[src/rtl/link_mem_responder_pkg.sv]
// ============================================================================
// Module   : link_pkg
// Purpose  : Shared types and constants for the byte-serial CPU link responder.
// Revision : 1.0
// ============================================================================
`default_nettype none

package link_pkg;

  typedef enum logic [1:0] {
    OP_NONE  = 2'b00,
    OP_STORE = 2'b01,
    OP_LOAD  = 2'b10,
    OP_JUMP  = 2'b11
  } link_op_t;

  typedef enum logic [3:0] {
    ST_PREFETCH  = 4'd0,
    ST_LOAD_INST = 4'd1,
    ST_WAIT_SOF  = 4'd2,
    ST_SEND_INST = 4'd3,
    ST_WAIT_EXEC = 4'd4,
    ST_RECV_ADDR = 4'd5,
    ST_DISPATCH  = 4'd6,
    ST_LOAD_DATA = 4'd7,
    ST_SEND_DATA = 4'd8
  } link_state_t;

  localparam logic [7:0]  LINK_STALL_MARK = 8'hFF;
  localparam int unsigned LINK_BEATS      = 4;
  localparam logic [1:0]  LINK_LAST_BEAT  = 2'(LINK_BEATS - 1);

endpackage

`default_nettype wire

[src/rtl/link_mem_responder_if.sv]
// ============================================================================
// Module   : link_mem_responder_if
// Purpose  : CPU-link byte bus plus word-wide SRAM port seen by the responder.
// Revision : 1.0
// ============================================================================
`default_nettype none

interface link_mem_responder_if #(
  parameter int MEM_AW = 6
);
  logic              link_sof;
  logic              link_exec;
  logic [1:0]        link_op;
  logic [7:0]        link_addr;
  logic [7:0]        link_wdata;
  logic [7:0]        link_rdata;
  logic [MEM_AW-1:0] mem_addr;
  logic [31:0]       mem_wdata;
  logic              mem_we;
  logic              mem_re;
  logic [31:0]       mem_rdata;

  // Responder side
  modport slave (
    input  link_sof, link_exec, link_op, link_addr, link_wdata, mem_rdata,
    output link_rdata, mem_addr, mem_wdata, mem_we, mem_re
  );

  // CPU / SRAM environment side
  modport master (
    output link_sof, link_exec, link_op, link_addr, link_wdata, mem_rdata,
    input  link_rdata, mem_addr, mem_wdata, mem_we, mem_re
  );
endinterface

`default_nettype wire

[src/rtl/link_word_assembler.sv]
// ============================================================================
// Module   : link_word_assembler
// Purpose  : Collects four link bytes, little-endian, into a 32-bit word.
// Revision : 1.0
// ============================================================================
`default_nettype none

module link_word_assembler
  import link_pkg::*;
(
  input  logic        clk,
  input  logic        rst,
  input  logic        clr,
  input  logic        en,
  input  logic [7:0]  din,
  output logic [31:0] word,
  output logic        last
);

  logic [1:0]  r_cnt;
  logic [31:0] r_word;

  // Shifting right places the first byte received in bits [7:0] after four beats.
  always_ff @(posedge clk or negedge rst) begin
    if (!rst) begin
      r_cnt  <= '0;
      r_word <= '0;
    end else if (clr) begin
      r_cnt  <= '0;
    end else if (en) begin
      r_cnt  <= r_cnt + 2'd1;
      r_word <= {din, r_word[31:8]};
    end
  end

  assign word = r_word;
  assign last = (r_cnt == LINK_LAST_BEAT);

endmodule

`default_nettype wire

[src/rtl/link_mem_responder.sv]
// ============================================================================
// Module   : link_mem_responder
// Purpose  : Memory-side responder for the byte-serial CPU link: PC, fetch,
//            load/store/jump over a word-wide synchronous SRAM.
// Revision : 1.0
// ============================================================================
`default_nettype none

module link_mem_responder
  import link_pkg::*;
#(
  parameter logic [31:0] RESET_PC = 32'h0000_0000,
  parameter int          MEM_AW   = 6
) (
  input  logic                 clk,
  input  logic                 rst,
  link_mem_responder_if.slave  lnk,
  output logic [31:0]          pc_dbg,
  output logic                 frame_err
);

  link_state_t       r_state, w_state_nxt;
  link_op_t          r_op;
  logic [31:0]       r_pc, w_pc_nxt;
  logic [31:0]       r_inst, r_data;
  logic [1:0]        r_beat;
  logic              r_sof_pend;
  logic              r_frame_err;

  logic [7:0]        w_rdata;
  logic [MEM_AW-1:0] w_mem_addr;
  logic [31:0]       w_mem_wdata;
  logic              w_mem_we, w_mem_re;
  logic              w_asm_en, w_asm_clr;
  logic [31:0]       w_addr_word, w_data_word;
  logic              w_addr_last, w_data_last;
  logic              w_abort, w_beat_last, w_recv_done;

  // SOF is only legal while idle; anywhere else it restarts the frame.
  assign w_abort = lnk.link_sof && (r_state != ST_PREFETCH) &&
                   (r_state != ST_LOAD_INST) && (r_state != ST_WAIT_SOF);
  assign w_beat_last = (r_beat == LINK_LAST_BEAT);
  assign w_recv_done = w_addr_last & w_data_last;
  assign w_asm_clr   = (r_state != ST_RECV_ADDR) | w_abort;

  link_word_assembler u_addr_asm (
    .clk(clk), .rst(rst), .clr(w_asm_clr), .en(w_asm_en),
    .din(lnk.link_addr), .word(w_addr_word), .last(w_addr_last)
  );

  link_word_assembler u_data_asm (
    .clk(clk), .rst(rst), .clr(w_asm_clr), .en(w_asm_en),
    .din(lnk.link_wdata), .word(w_data_word), .last(w_data_last)
  );

  always_comb begin
    w_state_nxt = r_state;
    w_pc_nxt    = r_pc;
    w_rdata     = '0;
    w_mem_addr  = '0;
    w_mem_wdata = '0;
    w_mem_we    = 1'b0;
    w_mem_re    = 1'b0;
    w_asm_en    = 1'b0;
    case (r_state)
      ST_PREFETCH: begin
        w_mem_re    = 1'b1;
        w_mem_addr  = r_pc[MEM_AW+1:2];
        w_state_nxt = ST_LOAD_INST;
      end
      ST_LOAD_INST: w_state_nxt = ST_WAIT_SOF;
      ST_WAIT_SOF: begin
        if (lnk.link_sof || r_sof_pend) w_state_nxt = ST_SEND_INST;
      end
      ST_SEND_INST: begin
        w_rdata = r_inst[{r_beat, 3'b000} +: 8];
        if (w_beat_last) w_state_nxt = ST_WAIT_EXEC;
      end
      ST_WAIT_EXEC: begin
        if (lnk.link_exec) begin
          if (link_op_t'(lnk.link_op) == OP_NONE) begin
            w_pc_nxt    = r_pc + 32'd4;
            w_state_nxt = ST_PREFETCH;
          end else begin
            w_state_nxt = ST_RECV_ADDR;
          end
        end
      end
      ST_RECV_ADDR: begin
        w_asm_en = 1'b1;
        if (w_recv_done) w_state_nxt = ST_DISPATCH;
      end
      ST_DISPATCH: begin
        w_mem_addr  = w_addr_word[MEM_AW+1:2];
        w_state_nxt = ST_PREFETCH;
        case (r_op)
          OP_STORE: begin
            w_mem_we    = 1'b1;
            w_mem_wdata = w_data_word;
            w_pc_nxt    = r_pc + 32'd4;
          end
          OP_JUMP:  w_pc_nxt = w_addr_word;
          OP_LOAD: begin
            w_mem_re    = 1'b1;
            w_state_nxt = ST_LOAD_DATA;
          end
          default: w_mem_addr = '0;
        endcase
      end
      ST_LOAD_DATA: w_state_nxt = ST_SEND_DATA;
      ST_SEND_DATA: begin
        w_rdata = r_data[{r_beat, 3'b000} +: 8];
        if (w_beat_last) begin
          w_pc_nxt    = r_pc + 32'd4;
          w_state_nxt = ST_PREFETCH;
        end
      end
      default: w_state_nxt = ST_PREFETCH;
    endcase
    if (w_abort) begin
      w_state_nxt = ST_SEND_INST;
      w_pc_nxt    = r_pc;
      w_mem_we    = 1'b0;
      w_mem_re    = 1'b0;
      w_mem_addr  = '0;
      w_mem_wdata = '0;
      w_asm_en    = 1'b0;
    end
  end

  always_ff @(posedge clk or negedge rst) begin
    if (!rst) begin
      r_state     <= ST_PREFETCH;
      r_op        <= OP_NONE;
      r_pc        <= RESET_PC;
      r_inst      <= '0;
      r_data      <= '0;
      r_beat      <= '0;
      r_sof_pend  <= 1'b0;
      r_frame_err <= 1'b0;
    end else begin
      r_state     <= w_state_nxt;
      r_pc        <= w_pc_nxt;
      r_frame_err <= w_abort;
      r_beat      <= (w_abort || (w_state_nxt != r_state)) ? 2'd0 : r_beat + 2'd1;
      if (r_state == ST_LOAD_INST) r_inst <= lnk.mem_rdata;
      if (r_state == ST_LOAD_DATA) r_data <= lnk.mem_rdata;
      if (r_state == ST_WAIT_EXEC && lnk.link_exec && !w_abort)
        r_op <= link_op_t'(lnk.link_op);
      // Early SOF from a CPU that finished PREPARE before the fetch completed.
      if ((r_state == ST_PREFETCH || r_state == ST_LOAD_INST) && lnk.link_sof)
        r_sof_pend <= 1'b1;
      else if (r_state == ST_WAIT_SOF)
        r_sof_pend <= 1'b0;
    end
  end

  // Outputs are combinational per state, so hold them at rest while reset is low.
  assign lnk.link_rdata = rst ? w_rdata     : 8'h00;
  assign lnk.mem_addr   = rst ? w_mem_addr  : '0;
  assign lnk.mem_wdata  = rst ? w_mem_wdata : 32'h0;
  assign lnk.mem_we     = rst & w_mem_we;
  assign lnk.mem_re     = rst & w_mem_re;
  assign pc_dbg         = r_pc;
  assign frame_err      = r_frame_err;

endmodule

`default_nettype wire

[src/flat_wrapper.sv]
// flat-port wrapper written by rule: the top's interface ports become plain ports
module link_mem_responder_flat import link_pkg::*;
#(
  parameter logic [31:0] RESET_PC = 32'h0000_0000,
  parameter int          MEM_AW   = 6
)
  (clk, rst, pc_dbg, frame_err, lnk_link_sof, lnk_link_exec, lnk_link_op, lnk_link_addr, lnk_link_wdata, lnk_mem_rdata, lnk_link_rdata, lnk_mem_addr, lnk_mem_wdata, lnk_mem_we, lnk_mem_re);
  link_mem_responder_if #(.MEM_AW(MEM_AW)) lnk_i ();
  input  logic clk;
  input  logic rst;
  output logic [31:0] pc_dbg;
  output logic frame_err;
  input wire logic [$bits(lnk_i.link_sof)-1:0] lnk_link_sof;
  input wire logic [$bits(lnk_i.link_exec)-1:0] lnk_link_exec;
  input wire logic [$bits(lnk_i.link_op)-1:0] lnk_link_op;
  input wire logic [$bits(lnk_i.link_addr)-1:0] lnk_link_addr;
  input wire logic [$bits(lnk_i.link_wdata)-1:0] lnk_link_wdata;
  input wire logic [$bits(lnk_i.mem_rdata)-1:0] lnk_mem_rdata;
  output wire logic [$bits(lnk_i.link_rdata)-1:0] lnk_link_rdata;
  output wire logic [$bits(lnk_i.mem_addr)-1:0] lnk_mem_addr;
  output wire logic [$bits(lnk_i.mem_wdata)-1:0] lnk_mem_wdata;
  output wire logic [$bits(lnk_i.mem_we)-1:0] lnk_mem_we;
  output wire logic [$bits(lnk_i.mem_re)-1:0] lnk_mem_re;
  assign lnk_i.link_sof = lnk_link_sof;
  assign lnk_i.link_exec = lnk_link_exec;
  assign lnk_i.link_op = lnk_link_op;
  assign lnk_i.link_addr = lnk_link_addr;
  assign lnk_i.link_wdata = lnk_link_wdata;
  assign lnk_i.mem_rdata = lnk_mem_rdata;
  assign lnk_link_rdata = lnk_i.link_rdata;
  assign lnk_mem_addr = lnk_i.mem_addr;
  assign lnk_mem_wdata = lnk_i.mem_wdata;
  assign lnk_mem_we = lnk_i.mem_we;
  assign lnk_mem_re = lnk_i.mem_re;
  link_mem_responder #(.RESET_PC(RESET_PC), .MEM_AW(MEM_AW)) u_core (.clk(clk), .rst(rst), .lnk(lnk_i), .pc_dbg(pc_dbg), .frame_err(frame_err));
endmodule
[config.mk]
export PLATFORM = sky130hd
export DESIGN_NAME = link_mem_responder_flat
export DESIGN_NICKNAME = d
export VERILOG_FILES = /design/src/rtl/link_mem_responder_pkg.sv /design/src/rtl/link_mem_responder_if.sv /design/src/rtl/link_word_assembler.sv /design/src/rtl/link_mem_responder.sv /design/src/flat_wrapper.sv
export SDC_FILE = /design/constraint.sdc
export NUM_CORES = 1
export LEC_CHECK = 0
export BUFFER_PORTS_ARGS = -buffer_cell sky130_fd_sc_hd__buf_2
export CORE_MARGIN = 2
export CORE_UTILIZATION = 30
export DETAILED_ROUTE_END_ITERATION = 16
export GPL_TIMING_DRIVEN = 0
export MAX_ROUTING_LAYER = met4
export PLACE_DENSITY_LB_ADDON = 0.08
export SETUP_SLACK_MARGIN = 0.5
export SYNTH_ARGS = -nofsm -noshare
export SYNTH_HDL_FRONTEND = slang
export SYNTH_SLANG_ARGS = --single-unit
[constraint.sdc]
create_clock -name clk -period 2.1 [get_ports clk]
set_input_delay 0.42 -clock clk [delete_from_list [all_inputs] [get_ports clk]]
set_output_delay 0.42 -clock clk [all_outputs]
set_load 0.01 [all_outputs]
==> impl_metrics.ini, run 1 <==
[setup_path]
worstPathArrival_ns = 2.28
critPathMaxStageDelay_ns = 0.37
critPathRequiredTime_ns = 1.68
start_kind = flip-flop
cp_max_fo = 5
worstPathCellList = buf_6 > nor4b_4 > buf_6 > buf_12 > buf_16 > mux4_2 > mux2i_1 > nor2_1 > buf_2
cp_top_family = buffers and inverters
crit_path_frequent_cell = buf_6
crit_type = flip-flop to primary output
cpMaxStageDelayCell = dfrtp_1
crit_buf_inv = 5
critical_path.endpoint_type = primary output

[sta]
timing.hold.ws_ns = -0.06456
worst_slew_pin_slew_ns = 0.6968
skew_ns = 0.01876
fin_crit_sh_pct = 128.5
setup_violations = 114
post-route-min-period_ns = 2.697
hold_viol = 59
slew_viol_final = 0
fin_ws_ns = -0.5975
clock.fmax_ghz = 0.3707
slew_headroom_pct = 53.55
rsz0062_at_grt = true

[cts]
clk_latency_ns = 0.43
cts_buffers = 17
cts-root-buf = clkbuf_16
htreeDepth = 4
cts_tree = yes
path_clk_slew_ns = 0.07
cts_sinks = 174
clockBufferDepth = 2

[grt]
grt_pass1_wl_mm = 41.83
grt_pass1_vias = 7226
antenna_found_initial = 1
grt_max_degree = 98
grt_usage_pct = 19.13
grt.overflow.total = 0

[final_layout]
design_area_mm2 = 0.01310
final_nets = 1017
ff_latch_area_mm2 = 0.004357
drive_gt1_share_pct = 61.01
syn_to_final_growth_pct = 54.73
nFillCells = 2580
final_util_pct = 47.15
multi_input_area_mm2 = 0.004766

[pwr]
total_power_mw = 11.12
ir_drop_v = 0.0005813
p_leak_nw = 5.986
seqPwrFrac_pct = 41.1
switching_share_pct = 30.36
p_clk_share_pct = 29.0
p_int_mw = 7.745
p_switching_mw = 3.377
comb_power_share_pct = 29.9
powerDensity_mw_per_mm2 = 849.1

[yosys]
yosysWarnings = 0
synth-seq-area-share_pct = 51.43
synth-seq-cells = 174
synth_cell_types = 61
syn_area_mm2 = 0.008466
synthAdderAreaFrac_pct = 0.5912
synthArstFlopShare_pct = 100.0
netlist_instances = 711
synth_top_family_by_area = multiplexers
synth_ff_type = dfrtp_1
avgSynthCellArea_um2 = 11.91
synth-edff-count = 0
synth_mux_area_share_pct = 22.76
yosys.area_share.simple_pct = 11.99
synth_compound_area_share_pct = 9.873
synthXorXnorAreaFrac_pct = 0.1035
synthesis.nets = 769

[detailed_routing]
drcViolationCount = 0
routed_wl_mm = 28.40
vias = 6892
via_per_inst = 5.101
dr.pass1.iters = 4
drt_iter0_drc = 315
wl_per_cell_um = 21.02
ant_nets = 0

[die]
io_pins = 135
core_mm2 = 0.02778
fp.dieArea_mm2 = 0.02958
fp.dieW_um = 172.0
initial_utilization_pct = 30.47
row_count = 61
die_h_um = 172.0

[outcome]
violations = negative hold slack, negative setup slack
outcome = finished with violations

[placed_design]
io_buffer_count = 133
place.gp.congestion = 0.8739
postPlaceCellArea_mm2 = 0.009873
dp_slack_ns = -0.5698
dp_hpwl_mm = 17.77

[job]
max_cap_viol_count = 0

[worst_hold_path]
holdCritPathClass = primary input to asynchronous set/reset pin
[layout make-up]
cell class | instances | share of cell area (%)
tap | 378 | 3.611
timing repair buffer | 228 | 16.42
sequential | 174 | 33.26
buffer | 50 | 5.464
inverter | 10 | 0.3152
clock buffer | 17 | 3.248
clock inverter | 15 | 1.280
antenna | 1 | 0.01910
multi-input combinational | 478 | 36.38
[cells in the mapped netlist, types with 3 or more instances]
master     number  area, µm²
dfrtp_1       174       4354
mux2_2        132       1486
a21oi_1        43      215.2
nand2_1        34      127.6
nor2_1         34      127.6
and2_1         33      206.5
clkbuf_1       23      86.33
o21ai_0        23      115.1
nand3_1        22      110.1
a2bb2oi_1      17      148.9
nand4_1        17      106.4
buf_2          16      80.08
mux4_2         16      360.4
o22ai_1        15      93.84
inv_1          10      37.54
and3_1          8      50.05
mux2i_1         8      80.08
nor3_1          7      35.03
a22oi_1         6      45.04
buf_1           6      22.52
nand2b_1        6      37.54
a31oi_1         4      25.02
ha_1            4      50.05
nor4_1          4      25.02
or3_1           4      25.02
buf_6           3      33.78
nand3b_1        3      22.52
[cell families after synthesis]
kind of cell | Yosys count
adders and majority gates | 4
muxes | 156
DFF | 174
buffers and inverters | 60
AOI/OAI and AO/OA | 130
xor gates and xnor gates | 1
and+or+nand+nor | 186
[registers in the layout, summed over array words and instances, names as in the netlist]
name	count
u_core.r_inst	32
u_core.r_beat	2
u_core.u_data_asm.word	32
u_core.r_op	2
u_core.u_addr_asm.r_cnt	2
u_core.pc_dbg	32
u_core.r_sof_pend	1
u_core.u_data_asm.r_cnt	2
u_core.u_addr_asm.word	32
u_core.frame_err	1
u_core.r_state	4
u_core.r_data	32
[stage by stage]
stage,TNS (ns),cells
6_report,-37.52,1351
5_1_grt,-45.43,1351
4_1_cts,-29.16,1312
3_5_place_dp,-27.50,1223
3_3_place_gp,-560.45,1222
2_1_floorplan,0,711
[worst register-to-register path, stage by stage (launching register included)]
cell and delay [ns]:
dfrtp_1 0.37, buf_6 0.13, or2_1 0.22, buf_6 0.13
buf_6 0.10, buf_6 0.12, buf_6 0.11, buf_6 0.11
a221o_1 0.41, buf_8 0.19, nor2_4 0.12, mux2_4 0.31
[power by group through the flow]
stage	clock network, mW	registers [mW]	logic [mW]
4_1_cts	3.32	4.56	3.11
6_report	3.23	4.58	3.32
5_1_grt	3.48	4.66	3.56
3_3_place_gp	0	4.53	2.45
2_1_floorplan	0	4.45	1.80
3_5_place_dp	0	4.60	2.53
[worst paths after layout]
kind	startpoint	endpoint	slack [ns]	cells past startpoint
max reg2reg	u_core.r_state[2]$_DFF_PN0_	u_core.pc_dbg[0]$_DFFE_PN0P_	-0.33	11
min reg2reg	u_core.u_data_asm.r_cnt[0]$_DFF_PN0_	u_core.u_data_asm.r_cnt[0]$_DFF_PN0_	0.43	1
min in group clk	lnk_link_wdata[5]	u_core.u_data_asm.word[29]$_DFFE_PN0P_	0.21	2
min	rst	u_core.r_data[1]$_DFFE_PN0N_	-0.06	1
max	u_core.r_state[0]$_DFF_PN0_	lnk_link_rdata[6]	-0.60	9
max in group asynchronous	rst	u_core.r_inst[1]$_DFFE_PN0P_	0.85	2
[metal layers]
| layer | global-route usage (%) | part of all wire (%) |
|---|---|---|
| met4 | 6.796 | 2.0 |
| met2 | 31.97 | 51 |
| met3 | 3.136 | 3.6 |
| met1 | 23.52 | 43 |
| met5 | - | 0 |
[cell usage in the layout, fill, tap and decap left out, types with 13 or more instances in the layout]
| cell | synthesis | final |
|---|---|---|
| clkbuf_16 | 0 | 34 |
| buf_4 | 2 | 25 |
| mux2_2 | 132 | 62 |
| mux4_2 | 16 | 16 |
| nand4_1 | 17 | 17 |
| o22ai_1 | 15 | 13 |
| buf_12 | 0 | 13 |
| dfrtp_1 | 174 | 172 |
| nand2_1 | 34 | 31 |
| a21oi_1 | 43 | 14 |
| a21oi_2 | 1 | 19 |
| nor2_1 | 34 | 22 |
| buf_2 | 16 | 102 |
| and2_4 | 0 | 29 |
| nand3_1 | 22 | 16 |
| buf_8 | 0 | 15 |
| mux2_4 | 0 | 70 |
| buf_6 | 3 | 82 |
[what timing repair did]
action | in CTS | in global routing
pin swaps | 23 | 30
endpoints found under the setup margin | 216 | 220
hold buffers | 1 | 1
hold endpoints to repair | 7 | 11
resized for setup | 244 | 140
cloned | 11 | 13
buffers inserted | 45 | 24
Power figures use the tool's default switching activity.
==> run 2: changes to the inputs <==
- CORE_MARGIN: 2 -> not set
==> run 2 against run 1 <==
  * The flow still finishes with violations (negative hold slack, negative setup slack)
  * Largest power group unchanged
  * Combinational power down 3%
  * Non-clock buffer count shrank 23
  * Global-route usage is 0.46 points lower
  * Critical endpoint is now lnk_link_rdata[1]
  * Worst setup slack worse by 0.0048 ns
  * Power down 0.51%
  * Die area fell by 2.3%
  * Wire length down 4.5%
  * Largest cell class unchanged
==> impl_metrics.ini, run 2 (synthesized netlist as in run 1, its figures left out) <==
[outcome]
outcome = finished with violations
violations = negative hold slack, negative setup slack

[final_layout]
final_util_pct = 46.25
drive_gt1_share_pct = 61.08
final_nets = 993
mostFrequentLayoutCells = dfrtp_1, buf_2, buf_6
final_common_cell = dfrtp_1
syn_to_final_growth_pct = 51.79
design_area_mm2 = 0.01285

[sta]
post-route-min-period_ns = 2.702
slew_viol_final = 0
slew_headroom_pct = 54.46
hold_viol = 67
timing.hold.ws_ns = -0.09480
clock.fmax_ghz = 0.3701
rsz0062_at_grt = true
fin_ws_ns = -0.6023
setup_violations = 81
skew_ns = 0.01461
worst_slew_pin_slew_ns = 0.6831
fin_crit_sh_pct = 128.7

[detailed_routing]
via_per_inst = 5.087
drt_iter0_drc = 354
routed_wl_mm = 27.13
wl_per_cell_um = 20.43
dr.pass1.iters = 5
drcViolationCount = 0
ant_nets = 0
vias = 6755

[die]
fp.dieW_um = 170.0
io_pins = 135
initial_utilization_pct = 30.47
row_count = 61
die_h_um = 170.0
core_mm2 = 0.02778
fp.dieArea_mm2 = 0.02889

[placed_design]
dp_slack_ns = -0.9140
place.gp.congestion = 0.8335
dp_hpwl_mm = 17.65
postPlaceCellArea_mm2 = 0.009873
io_buffer_count = 133

[cts]
cts_buffers = 17
path_clk_slew_ns = 0.08
cts_tree = yes
cts-root-buf = clkbuf_16
htreeDepth = 4
clk_latency_ns = 0.44
clockBufferDepth = 2
cts_sinks = 174

[pwr]
ir_drop_v = 0.0004219
powerDensity_mw_per_mm2 = 861.1
p_leak_nw = 5.777

[setup_path]
critPathRequiredTime_ns = 1.68
worstPathArrival_ns = 2.28
rrSetupSlack_ns = -0.18
start_kind = flip-flop
cp_max_fo = 5
startpoint = u_core.r_state[0]$_DFF_PN0_
crit_type = flip-flop to primary output
reg2reg_from = u_core.r_state[0]$_DFF_PN0_
critical_path.endpoint_type = primary output

[grt]
grt_max_degree = 98
antenna_found_initial = 2
grt_pass1_wl_mm = 39.85
grt_pass1_vias = 7008
gr-usage-met2_pct = 31.17
use_met1_pct = 22.38
grt.overflow.total = 0
grt_use_met3_pct = 3.558
busiest_layer = met2
grt_usage_pct = 18.67

[job]
max_cap_viol_count = 0

[worst_hold_path]
holdCritPathClass = primary input to asynchronous set/reset pin
## run 2: cell count changes in the layout (fill, tap and decap cells not counted), moves of 4 or more
| cell | change |
|---|---|
| buf_2 | -4 |
| buf_6 | -5 |
| buf_12 | +7 |
| mux2_4 | -7 |
| buf_16 | -5 |
| o22ai_2 | +6 |
| mux2_2 | +7 |
| o22ai_1 | -5 |
| o21ai_1 | +4 |
## run 2: area by class of cell
| type | count | area [µm²] |
|---|---|---|
| flip-flops and latches | 174 | 4359 |
| multi-input cells | 477 | 4793 |
| diodes | 2 | 5.005 |
| well taps | 378 | 473.0 |
| repair buffers | 205 | 1873 |
| inverters | 10 | 41.29 |
| fillers | 2601 | 14930 |
| clock inverters | 14 | 168.9 |
| clock buffers | 18 | 439.2 |
| plain buffers | 50 | 696.9 |
## run 2: timing repair
action                     4_1_cts  5_1_grt
cloned                           2       13
hold endpoints to repair        95       28
resized for setup              142      261
setup endpoints to repair      216      220
setup buffers                   27       28
pin swaps                        6       34
## run 2: final timing paths
| path | to | depth (start not counted) |
|---|---|---|
| max | lnk_link_rdata[1] | 8 |
| min | u_core.r_data[1]$_DFFE_PN0N_ | 1 |
| max reg2reg | u_core.pc_dbg[0]$_DFFE_PN0P_ | 11 |
| min reg2reg | u_core.u_addr_asm.r_cnt[0]$_DFF_PN0_ | 1 |
| max in group asynchronous | u_core.u_addr_asm.word[0]$_DFFE_PN0P_ | 2 |
| min in group clk | u_core.u_data_asm.word[30]$_DFFE_PN0P_ | 2 |
## run 2: worst max-delay path, cell delays in order, from the launching register on
cell     delay, ns
dfrtp_1       0.38
buf_6         0.13
nor4b_4       0.31
buf_6         0.20
buf_6         0.11
mux4_2        0.34
mux2i_1       0.18
nor2_1        0.05
buf_2         0.14
## run 2: report_power, final
group / switching (mW) / internal, mW / total, mW / leakage [nW]
registers: 0.477 / 4.10 / 4.58 / 2.22
clock network: 1.54 / 1.74 / 3.28 / 0.292
logic: 1.32 / 1.89 / 3.21 / 3.27
total: 3.34 / 7.73 / 11.1 / 5.78
## run 2: stage by stage
stage	total power, mW	hold WS, ns	TNS [ns]	std cells
after detailed placement	7.134	0.4270	-46.85	1223
after CTS	10.89	-0.04216	-27.91	1284
after global routing	11.67	-0.07640	-35.28	1328
after floorplan	6.257	0.1244	0	711
after global placement	6.994	0.4223	-562.94	1222
final	11.06	-0.09480	-28.38	1328
## run 2: per-layer routing
layer / wire length [µm] / vias to the layer above
met4: 620 / 0
li1: - / 3090
met5: 0 / -
met2: 13620 / 194
met1: 11660 / 3427
met3: 1231 / 44
